<file path="config.mk">
export PLATFORM = sky130hd
export DESIGN_NAME = pcm_soft_volume
export DESIGN_NICKNAME = d
export VERILOG_FILES = /design/src/rtl/pcm_soft_volume_pkg.sv /design/src/rtl/pcm_shiftadd_mul.sv /design/src/rtl/pcm_soft_volume.sv
export SDC_FILE = /design/constraint.sdc
export NUM_CORES = 1
export LEC_CHECK = 0
export CORE_MARGIN = 2
export CORE_UTILIZATION = 60
export CTS_CLUSTER_SIZE = 24
export DETAILED_ROUTE_END_ITERATION = 12
export GPL_TIMING_DRIVEN = 0
export PLACE_DENSITY = 0.88
export SLEW_MARGIN = 20
export SYNTH_ARGS = -nofsm -noshare
export SYNTH_HDL_FRONTEND = slang
export SYNTH_SLANG_ARGS = --single-unit
</file>
<file path="constraint.sdc">
create_clock -name MCLK_I -period 5.9 [get_ports MCLK_I]
set_input_delay 1.77 -clock MCLK_I [delete_from_list [all_inputs] [get_ports MCLK_I]]
set_output_delay 1.77 -clock MCLK_I [all_outputs]
set_load 0.01 [all_outputs]
</file>
<file path="src/rtl/pcm_soft_volume_pkg.sv">
// -----------------------------------------------------------------------------
// pcm_soft_volume_pkg
//   Shared definitions for the stereo soft-volume stage: the unity-gain helper
//   and the sequencing FSM state encoding used by pcm_soft_volume.
// -----------------------------------------------------------------------------
package pcm_soft_volume_pkg;

   // Sequencing states: wait for a frame edge, run the multipliers, publish.
   localparam logic [1:0] ST_IDLE = 2'd0;
   localparam logic [1:0] ST_MUL  = 2'd1;
   localparam logic [1:0] ST_DONE = 2'd2;

   // Gain value that represents 1.0 for a GW-bit unsigned gain word.
   function automatic int unity_gain(input int gw);
      return 1 << (gw - 1);
   endfunction

endpackage

</file>
<file path="src/rtl/pcm_shiftadd_mul.sv">
// -----------------------------------------------------------------------------
// pcm_shiftadd_mul
//   Sequential shift-add multiplier: signed PCM sample x unsigned gain.
//   One gain bit is consumed per clock, LSB first, so a product takes
//   GAIN_WIDTH cycles after start. The published product is the accumulator
//   shifted right by GAIN_WIDTH-1 (floor), i.e. the sample scaled by
//   gain/UNITY.
//
//   clk      in   clock
//   rst_n    in   asynchronous active-low reset
//   start    in   1-cycle pulse: latch data/gain, clear accumulator
//   data     in   signed sample
//   gain     in   unsigned gain
//   product  out  floor(data * gain / 2**(GAIN_WIDTH-1)), signed
//   last     out  high during the cycle the final gain bit is accumulated
// -----------------------------------------------------------------------------
module pcm_shiftadd_mul
   import pcm_soft_volume_pkg::*;
#(
   parameter int DATA_WIDTH = 32,
   parameter int GAIN_WIDTH = 9
) (
   input  logic                         clk,
   input  logic                         rst_n,
   input  logic                         start,
   input  logic signed [DATA_WIDTH-1:0] data,
   input  logic        [GAIN_WIDTH-1:0] gain,
   output logic signed [DATA_WIDTH-1:0] product,
   output logic                         last
);

   localparam int ACC_W = DATA_WIDTH + GAIN_WIDTH;
   localparam int CNT_W = $clog2(GAIN_WIDTH);
   localparam logic [CNT_W-1:0] CNT_LAST = CNT_W'(GAIN_WIDTH - 1);

   logic signed [ACC_W-1:0]      data_ext;
   logic signed [ACC_W-1:0]      acc;
   logic        [GAIN_WIDTH-1:0] gain_q;
   logic        [CNT_W-1:0]      cnt;
   logic                         busy;

   // NOTE: operand registers are reset along with the accumulator so a reset
   // mid-product can never leak a stale partial result into the next frame.
   always_ff @(posedge clk or negedge rst_n) begin
      if (!rst_n) begin
         data_ext <= '0;
         gain_q   <= '0;
         acc      <= '0;
         cnt      <= '0;
         busy     <= 1'b0;
      end else if (start) begin
         data_ext <= {{GAIN_WIDTH{data[DATA_WIDTH-1]}}, data};
         gain_q   <= gain;
         acc      <= '0;
         cnt      <= '0;
         busy     <= 1'b1;
      end else if (busy) begin
         if (gain_q[cnt]) begin
            acc <= acc + (data_ext <<< cnt);
         end
         if (cnt == CNT_LAST) begin
            busy <= 1'b0;
         end else begin
            cnt <= cnt + CNT_W'(1);
         end
      end
   end

   assign last = busy && (cnt == CNT_LAST);

   // |product| <= |data| because gain <= UNITY, so the slice never overflows.
   assign product = acc[ACC_W-2:GAIN_WIDTH-1];

endmodule

</file>
<file path="src/rtl/pcm_soft_volume.sv">
// -----------------------------------------------------------------------------
// pcm_soft_volume
//   Stereo digital volume / mute stage fed by the I2S->PCM converter. Each
//   frame (rising edge of the word clock) is scaled by a gain that moves at
//   most GAIN_STEP per frame toward the target, giving pop-free volume and
//   mute transitions. Results appear GAIN_WIDTH+1 MCLK cycles after the frame
//   edge, together with a matching delayed word clock.
//
//   MCLK_I   in   master clock (only clock)
//   NRST_I   in   asynchronous active-low reset
//   WCLK_I   in   word clock; rising edge = new L/R pair valid
//   DATAL_I  in   left sample, signed
//   DATAR_I  in   right sample, signed
//   VOL_I    in   target gain, unsigned, clamps to UNITY
//   MUTE_I   in   1 = target gain 0
//   WCLK_O   out  word clock aligned with DATAx_O
//   DATAL_O  out  scaled left sample
//   DATAR_O  out  scaled right sample
//   MUTED_O  out  muted and gain has reached 0
//   OVR_O    out  sticky: frame edge arrived while a product was in flight
// -----------------------------------------------------------------------------
module pcm_soft_volume
   import pcm_soft_volume_pkg::*;
#(
   parameter int PCM_BIT_WIDTH = 32,
   parameter int GAIN_WIDTH    = 9,
   parameter int GAIN_STEP     = 8
) (
   input  logic                            MCLK_I,
   input  logic                            NRST_I,
   input  logic                            WCLK_I,
   input  logic signed [PCM_BIT_WIDTH-1:0] DATAL_I,
   input  logic signed [PCM_BIT_WIDTH-1:0] DATAR_I,
   input  logic        [GAIN_WIDTH-1:0]    VOL_I,
   input  logic                            MUTE_I,
   output logic                            WCLK_O,
   output logic signed [PCM_BIT_WIDTH-1:0] DATAL_O,
   output logic signed [PCM_BIT_WIDTH-1:0] DATAR_O,
   output logic                            MUTED_O,
   output logic                            OVR_O
);

   localparam int GW = GAIN_WIDTH;
   localparam logic [GW-1:0] UNITY_G = GW'(unity_gain(GAIN_WIDTH));
   localparam logic [GW-1:0] STEP_G  = GW'(GAIN_STEP);
   localparam logic [GW:0]   STEP_W  = (GW + 1)'(GAIN_STEP);

   logic                            w_q, w_qq;
   logic                            fe;
   logic                            start;
   logic [1:0]                      state;
   logic [GW-1:0]                   cur_gain;
   logic [GW-1:0]                   tgt;
   logic [GW-1:0]                   gain_next;
   logic [GW:0]                     up_sum;
   logic [GW:0]                     dn_lim;
   logic [GW:0]                     wdly;
   logic signed [PCM_BIT_WIDTH-1:0] product_l, product_r;
   logic                            last_l, last_r;

   assign fe    = w_q & ~w_qq;
   assign start = fe && (state == ST_IDLE);

   // Sums carry one extra bit so cur+STEP near the top of the range cannot wrap.
   assign up_sum = {1'b0, cur_gain} + STEP_W;
   assign dn_lim = {1'b0, tgt} + STEP_W;

   // NOTE: every combinational output gets a default first, so no path
   // through the block leaves it unassigned and no latch is inferred.
   always_comb begin
      tgt = '0;
      if (!MUTE_I) begin
         tgt = (VOL_I > UNITY_G) ? UNITY_G : VOL_I;
      end
   end

   // One ramp step toward the target, never overshooting it.
   always_comb begin
      gain_next = cur_gain;
      if (cur_gain < tgt) begin
         gain_next = (up_sum >= {1'b0, tgt}) ? tgt : up_sum[GW-1:0];
      end else if (cur_gain > tgt) begin
         gain_next = ({1'b0, cur_gain} <= dn_lim) ? tgt : (cur_gain - STEP_G);
      end
   end

   // Word-clock synchroniser and output word-clock delay line. The delay is
   // taken from w_qq so WCLK_O rises on the very edge the data is published.
   // NOTE: sequential state is written with non-blocking assignments only, so
   // every register samples the pre-edge value of its neighbours.
   always_ff @(posedge MCLK_I or negedge NRST_I) begin
      if (!NRST_I) begin
         w_q  <= 1'b0;
         w_qq <= 1'b0;
         wdly <= '0;
      end else begin
         w_q  <= WCLK_I;
         w_qq <= w_q;
         wdly <= {wdly[GW-1:0], w_qq};
      end
   end

   assign WCLK_O = wdly[GW];

   // Frame sequencing, gain ramp and status flags.
   always_ff @(posedge MCLK_I or negedge NRST_I) begin
      if (!NRST_I) begin
         state    <= ST_IDLE;
         cur_gain <= '0;
         DATAL_O  <= '0;
         DATAR_O  <= '0;
         MUTED_O  <= 1'b0;
         OVR_O    <= 1'b0;
      end else begin
         MUTED_O <= MUTE_I && (cur_gain == '0);
         // A frame edge while busy is dropped; only the flag records it.
         if (fe && (state != ST_IDLE)) begin
            OVR_O <= 1'b1;
         end
         case (state)
            ST_IDLE: begin
               if (fe) begin
                  cur_gain <= gain_next;
                  state    <= ST_MUL;
               end
            end
            ST_MUL: begin
               if (last_l && last_r) begin
                  state <= ST_DONE;
               end
            end
            ST_DONE: begin
               DATAL_O <= product_l;
               DATAR_O <= product_r;
               state   <= ST_IDLE;
            end
            default: state <= ST_IDLE;
         endcase
      end
   end

   // The freshly ramped gain scales the frame that triggered the ramp step.
   pcm_shiftadd_mul #(
      .DATA_WIDTH (PCM_BIT_WIDTH),
      .GAIN_WIDTH (GAIN_WIDTH)
   ) u_mul_l (
      .clk     (MCLK_I),
      .rst_n   (NRST_I),
      .start   (start),
      .data    (DATAL_I),
      .gain    (gain_next),
      .product (product_l),
      .last    (last_l)
   );

   pcm_shiftadd_mul #(
      .DATA_WIDTH (PCM_BIT_WIDTH),
      .GAIN_WIDTH (GAIN_WIDTH)
   ) u_mul_r (
      .clk     (MCLK_I),
      .rst_n   (NRST_I),
      .start   (start),
      .data    (DATAR_I),
      .gain    (gain_next),
      .product (product_r),
      .last    (last_r)
   );

endmodule
</file>
# Word level (Yosys, flattened, before mapping)
# Cells that the tools add are included.
classes:
  add_sub_neg: 7
  order_cmp: 7
  n_eq_ne: 8
  shift: 2
  mux: 31
  bitwise: 2
  reduce_logical: 19
ops:
  columns: ["cell", "n"]
  rows:
  - ["2-to-1 mux 41 bit", 6]
  - ["adder 41 bit", 2]
  - ["<<< shifter 32 x 4 -> 41 bit", 2]
  - ["2-to-1 mux 9 bit", 6]
  - ["2-to-1 mux 4 bit", 6]
  - ["adder 9 x 4 -> 10 bit, second input constant", 2]
  - ["AND reduction 2 bit", 6]
  - ["greater-or-equal comparator 10 x 9 -> 1 bit", 1]
  - ["less-or-equal comparator 9 x 10 -> 1 bit", 1]
  - ["< comparator 4 x 5 -> 1 bit, second input constant", 2]
  - ["nonzero test 2 bit", 5]
  - ["> comparator 9 bit", 1]
  - ["> comparator 9 bit, second input constant", 1]
  - ["zero test 9 bit", 1]
  - ["< comparator 9 bit", 1]
  - ["subtractor 9 x 4 -> 9 bit, second input constant", 1]
  - ["adder 4 x 1 -> 4 bit, second input constant", 2]
  - ["binary-select mux 1 bit (select 4 bit)", 2]
  - ["equality test 4 bit, second input constant", 2]
  - ["2-to-1 mux 1 bit", 8]
  - ["!= test 2 bit, second input constant", 4]
  - ["logical AND 1 bit", 6]
  - ["2-to-1 mux 2 bit", 2]
  - ["one-hot mux 2 bit (2 select lines)", 1]
  - ["other kinds (5)", 5]
totals:
  register_bits: 254
  inputBits: 77
  out_inout_bits: 67
  wordCells: 94

# Longest topological paths before layout
depth:
  word_depth: 8
  depth_mapped: 20

# Cells and area by module
# A second synthesis with hierarchy kept.
hier_totals:
  cells_unflattened: 2006
  area_unflattened_um2: 19261.0
by_module_without_submodules:
  columns: ["module", "instances", "cells_per_inst", "area_each_um2", "seq_area_each_um2"]
  rows:
  - ["pcm_shiftadd_mul (u_mul_r)", 1, 856, 7586.0, 2152.1]
  - ["pcm_shiftadd_mul (u_mul_l)", 1, 794, 7290.7, 2152.1]
  - ["pcm_soft_volume", 1, 356, 4384.2, 2227.1]

# Worst setup path after synthesis
# No wires, ideal clock.
synth_timing:
  kind: "in2reg"
  from: "in VOL_I[8]"
  to: "reg cur_gain[5]"
  arrival_time_ns: 4.531
  required_ns: 5.779
  path_slack_ns: 1.248
  stages: 15
  path_buffers: 0
  cell_sequence: "nor2_1 -> nand2_1 -> inv_1 -> ha_1 -> nand2_1 -> nor3_1 -> xor2_1 -> ha_1 -> nand3_1 -> or2_2 -> o21a_1 -> and3_4 -> a221o_1 -> a22o_1 -> a22o_1"
synth_via:
  elab_chain_cells: 8
synth_rtl:
  columns: ["element", "line_no", "source"]
  rows:
  - ["from (decl)", "pcm_soft_volume.sv:34", "input logic [GAIN_WIDTH-1:0] VOL_I,"]
  - ["> comparator 9 bit", "pcm_soft_volume.sv:73", "tgt = (VOL_I > UNITY_G) ? UNITY_G : VOL_I;"]
  - ["2-to-1 mux 9 bit (*)", "pcm_soft_volume.sv:73", null]
  - ["2-to-1 mux 9 bit (*)", "pcm_soft_volume.sv:72", "if (!MUTE_I) begin"]
  - ["adder 9 x 4 -> 10 bit", "pcm_soft_volume.sv:66", "assign dn_lim = {1'b0, tgt} + STEP_W;"]
  - ["less-or-equal comparator 9 x 10 -> 1 bit", "pcm_soft_volume.sv:83", "gain_next = ({1'b0, cur_gain} <= dn_lim) ? tgt : (cur_gain - STEP_G);"]
  - ["2-to-1 mux 9 bit", "pcm_soft_volume.sv:83", null]
  - ["2-to-1 mux 9 bit", "pcm_soft_volume.sv:82", "end else if (cur_gain > tgt) begin"]
  - ["2-to-1 mux 9 bit (*)", "pcm_soft_volume.sv:80", "if (cur_gain < tgt) begin"]
  - ["to (signal assigned)", "pcm_soft_volume.sv:123", "cur_gain <= gain_next;"]
  - ["to (decl)", "pcm_soft_volume.sv:52", "logic [GW-1:0] cur_gain;"]
# Every way passes the cells marked *; elsewhere a longest branch is shown, timed or not.
# A chain may end at the register's enable or synchronous reset.

# Final worst setup path
layout_timing:
  from: "reg u_mul_l.cnt[0]"
  to: "reg u_mul_l.acc[36]"
layout_via:
  elab_chain_cells: 5
layout_rtl:
  columns: ["element", "line_no", "source"]
  rows:
  - ["from (decl)", "pcm_shiftadd_mul.sv:39", "logic [CNT_W-1:0] cnt;"]
  - ["from (signal assigned)", "pcm_shiftadd_mul.sv:64", "cnt <= cnt + CNT_W'(1);"]
  - ["<<< shifter 32 x 4 -> 41 bit", "pcm_shiftadd_mul.sv:59", "acc <= acc + (data_ext <<< cnt);"]
  - ["adder 41 bit", "pcm_shiftadd_mul.sv:59", null]
  - ["2-to-1 mux 41 bit", "pcm_shiftadd_mul.sv:58", "if (gain_q[cnt]) begin"]
  - ["2-to-1 mux 41 bit", "pcm_shiftadd_mul.sv:57", "end else if (busy) begin"]
  - ["2-to-1 mux 41 bit", "pcm_shiftadd_mul.sv:51", "end else if (start) begin"]
  - ["to (signal assigned)", "pcm_shiftadd_mul.sv:59", null]
  - ["to (decl)", "pcm_shiftadd_mul.sv:37", "logic signed [ACC_W-1:0] acc;"]
# Parallel ways exist; a longest one is shown, timed or not. The select of a mux whose other input is x is not followed.

==> results_dict.tcl <==
set metrics [dict create \
    critPathCaptureType "flip-flop" \
    rr_endpoint "u_mul_l.acc[36]" \
    syn_nets 2226 \
    netlist_instances 2041 \
    path_clk_slew_ps 60 \
    drv_slew 0 \
    reg2reg_depth 19 \
    reg2reg_from "u_mul_l.cnt[0]" \
    ant_nets 0 \
    wl_mm 53.6 \
    max_stage_delay_ps 430 \
    numCtsBuffers 27 \
    path_cells "buf_2 -> buf_2 -> clkbuf_1 -> clkbuf_1 -> a211oi_1 -> a21oi_1 -> mux2i_1 -> mux2i_1 -> ha_1 -> clkbuf_1 -> a21oi_1 -> o21ai_0 -> a311oi_1 -> o22ai_1 -> a211oi_2 -> o21ai_1 -> a221oi_2 -> xor2_1 -> a21oi_1" \
    max_freq_mhz 184 \
    synth-edff-count 0 \
    min_from "wdly[7]" \
    ios 144 \
    path_max_fanout 10 \
    yosys_warnings 0 \
    grt.total_usage 0.352 \
    async_flop_share 1.00 \
    rsz0062_at_grt "false" \
    holdBufCountCts 0 \
    synthFlopType "dfrtp_1" \
    rows 62 \
    grt_pass1_vias 15900 \
    synth_cell_types 70 \
    first_iter_violations 1756 \
    hpwl_mm 41.1 \
    place_congestion 0.973 \
    die_width_um 175 \
    r2r_slack_ps 450 \
    diodes 0 \
    grt_start_max_net_pins 101 \
    relSlewSlack 0.297 \
    port_buffers 143 \
    start_util 0.610 \
    final_area_um2 20500 \
    finClkSkew_ps 18.5 \
    first_pass_iters 6 \
    drcViolationCount 0 \
    placed_cell_area_um2 19500 \
    cts_tree "done" \
    clockBufferDepth 3 \
    maxCapViolCount 0 \
    die_area_um2 30600 \
    cp_data_required_time_ps 6300 \
    synth-seq-cells 243 \
    setup_ws_ps 451 \
    core_um2 28800 \
    syn-mean-instance-area_um2 8.60 \
    n_fill_cell 2193 \
    area_growth_pct 16.6 \
    cp-start-kind "flip-flop" \
    preCtsSetupSlack_ps 130 \
    cts_root_buffer "clkbuf_16" \
    via_count 16500 \
    grt_pass1_wl_mm 86.1 \
    slowest_stage "clkbuf_1" \
    synth_top_cell_area_share 0.347 \
    synth_top_cell_by_area "dfrtp_1" \
    min_path_type "reg2reg" \
    nNetsFinal 2400 \
    drive_above_1_share 0.0855 \
    cp_data_arrival_time_ps 5850 \
    setup_viol 0 \
    globalRoute.totalOverflow 0 \
    synth_most_common_cell "nand2_1" \
    cts_sinks 243 \
    yosysSeqAreaShare 0.347 \
    cp-endpoint "u_mul_l.acc[36]" \
    antenna_found_initial 1 \
    die_h_um 175 \
    final_util 0.711 \
    synth_area_um2 17500 \
    fin_crit_sh 0.924 \
    startpoint "u_mul_l.cnt[0]" \
    status "complete, no violations" \
    cts_setup_buffers 0 \
    via_per_inst 6.29 \
    cts_max_level 1 \
    synth_common_cells "nand2_1 (383), dfrtp_1 (243), a21oi_1 (202)" \
    tightest_slew_ps 1050 \
    clk_latency_ps 550 \
    crit_type "reg2reg" \
    hold_viol_final 0 \
    synthTopCellsByArea "dfrtp_1 (35%), nand2_1 (8.2%), ha_1 (7.6%), mux2i_1 (5.8%), a21oi_1 (5.8%)" \
    fin_crit_ps 5450 \
    wire_per_inst_um 20.5 \
]
[critical path, delay by kind of cell, from the launching register on]
| kind | cells | cell delay (ps) |
|---|---|---|
| AOI/OAI and AO/OA | 10 | 2320 |
| buffers and inverters | 5 | 1690 |
| muxes | 2 | 470 |
| DFF | 1 | 340 |
| adders and majority gates | 1 | 290 |
| xor gates and xnor gates | 1 | 170 |
[cell usage in the layout, fill, tap and decap left out, types with 7 or more instances in the layout]
cell type        netlist  layout
nand2_1              383     383
dfrtp_1              243     243
a21oi_1              202     202
clkdlybuf4s50_1        0     142
nor2_1               141     141
ha_1                 106     106
mux2i_1              102     102
o21ai_0              100     100
clkbuf_1              86      88
mux2_2                82      82
nand3_1               55      55
a21o_1                51      51
nor3_1                46      45
inv_1                 43      43
xnor2_1               39      39
xor2_1                29      29
mux4_2                28      28
clkbuf_16              0      27
nand4_1               23      23
nor2b_1               22      22
buf_1                 22      21
a31oi_1               18      18
o21a_1                18      18
o21bai_1              16      16
nand2b_1              15      15
buf_2                 14      14
and3_1                13      13
a211oi_1              13      13
o22ai_1               12      12
and2_1                11      11
or3_1                  9       9
o211ai_1               9       9
o31ai_1                7       7
[worst min path at each step]
stage | slack, ps | cells after the start | endpoint
2_1_floorplan | 330 | 0 | wdly[1]
3_3_place_gp | 330 | 0 | wdly[8]
3_5_place_dp | 340 | 0 | wdly[8]
4_1_cts | 350 | 0 | wdly[8]
5_1_grt | 350 | 0 | wdly[8]
6_report | 350 | 0 | wdly[8]
[repair_timing]
item	4_1_cts	5_1_grt
hold endpoints to repair	0	0
gates resized for setup	0	1
endpoints found under the setup margin	0	1
[registers in the layout, summed over array words and instances (netlist names), 2 cells and up]
name / cells
wdly: 10
u_mul_r.cnt: 4
cur_gain: 9
DATAR_O: 32
u_mul_l.data_ext: 32
state: 2
u_mul_r.data_ext: 32
u_mul_r.acc: 40
u_mul_l.acc: 40
u_mul_l.cnt: 4
DATAL_O: 32
[layout make-up]
cell class / count / area [um^2] / area share
Tap cell: 384 / 480 / 0.0235
Sequential cell: 243 / 6080 / 0.297
Multi-Input combinational cell: 1629 / 10800 / 0.528
Timing Repair Buffer: 145 / 1490 / 0.0729
Inverter: 46 / 173 / 0.00844
Clock buffer: 35 / 766 / 0.0374
Clock inverter: 13 / 168 / 0.00820
Buffer: 123 / 488 / 0.0239
[cells by family after synthesis]
kind of cell               after synthesis  share of synthesized area
AOI/OAI and AO/OA                      489                      0.168
xor gates and xnor gates                68                     0.0339
adders and majority gates              108                     0.0779
buffers and inverters                  169                     0.0376
DFF                                    243                      0.347
muxes                                  212                      0.147
and+or+nand+nor                        752                      0.189
[per-stage QoR]
step	setup TNS [ps]	hold WS [ps]	std cells
3_5_place_dp	0	336	2570
5_1_grt	0	353	2618
6_report	0	347	2618
3_3_place_gp	-1639700	334	2568
2_1_floorplan	0	331	2041
4_1_cts	0	349	2618
[routing by layer]
metal	track usage	vias up	share of wire
met4	0.105	2	0.031
met2	0.549	805	0.44
met1	0.509	7915	0.43
met3	0.0527	128	0.091
met5	0	-	0.00021
li1	-	7619	-
Power is left out: the tool's default activity adds up to more than one toggle a clock period on the data nets, which glitch-free logic cannot reach.
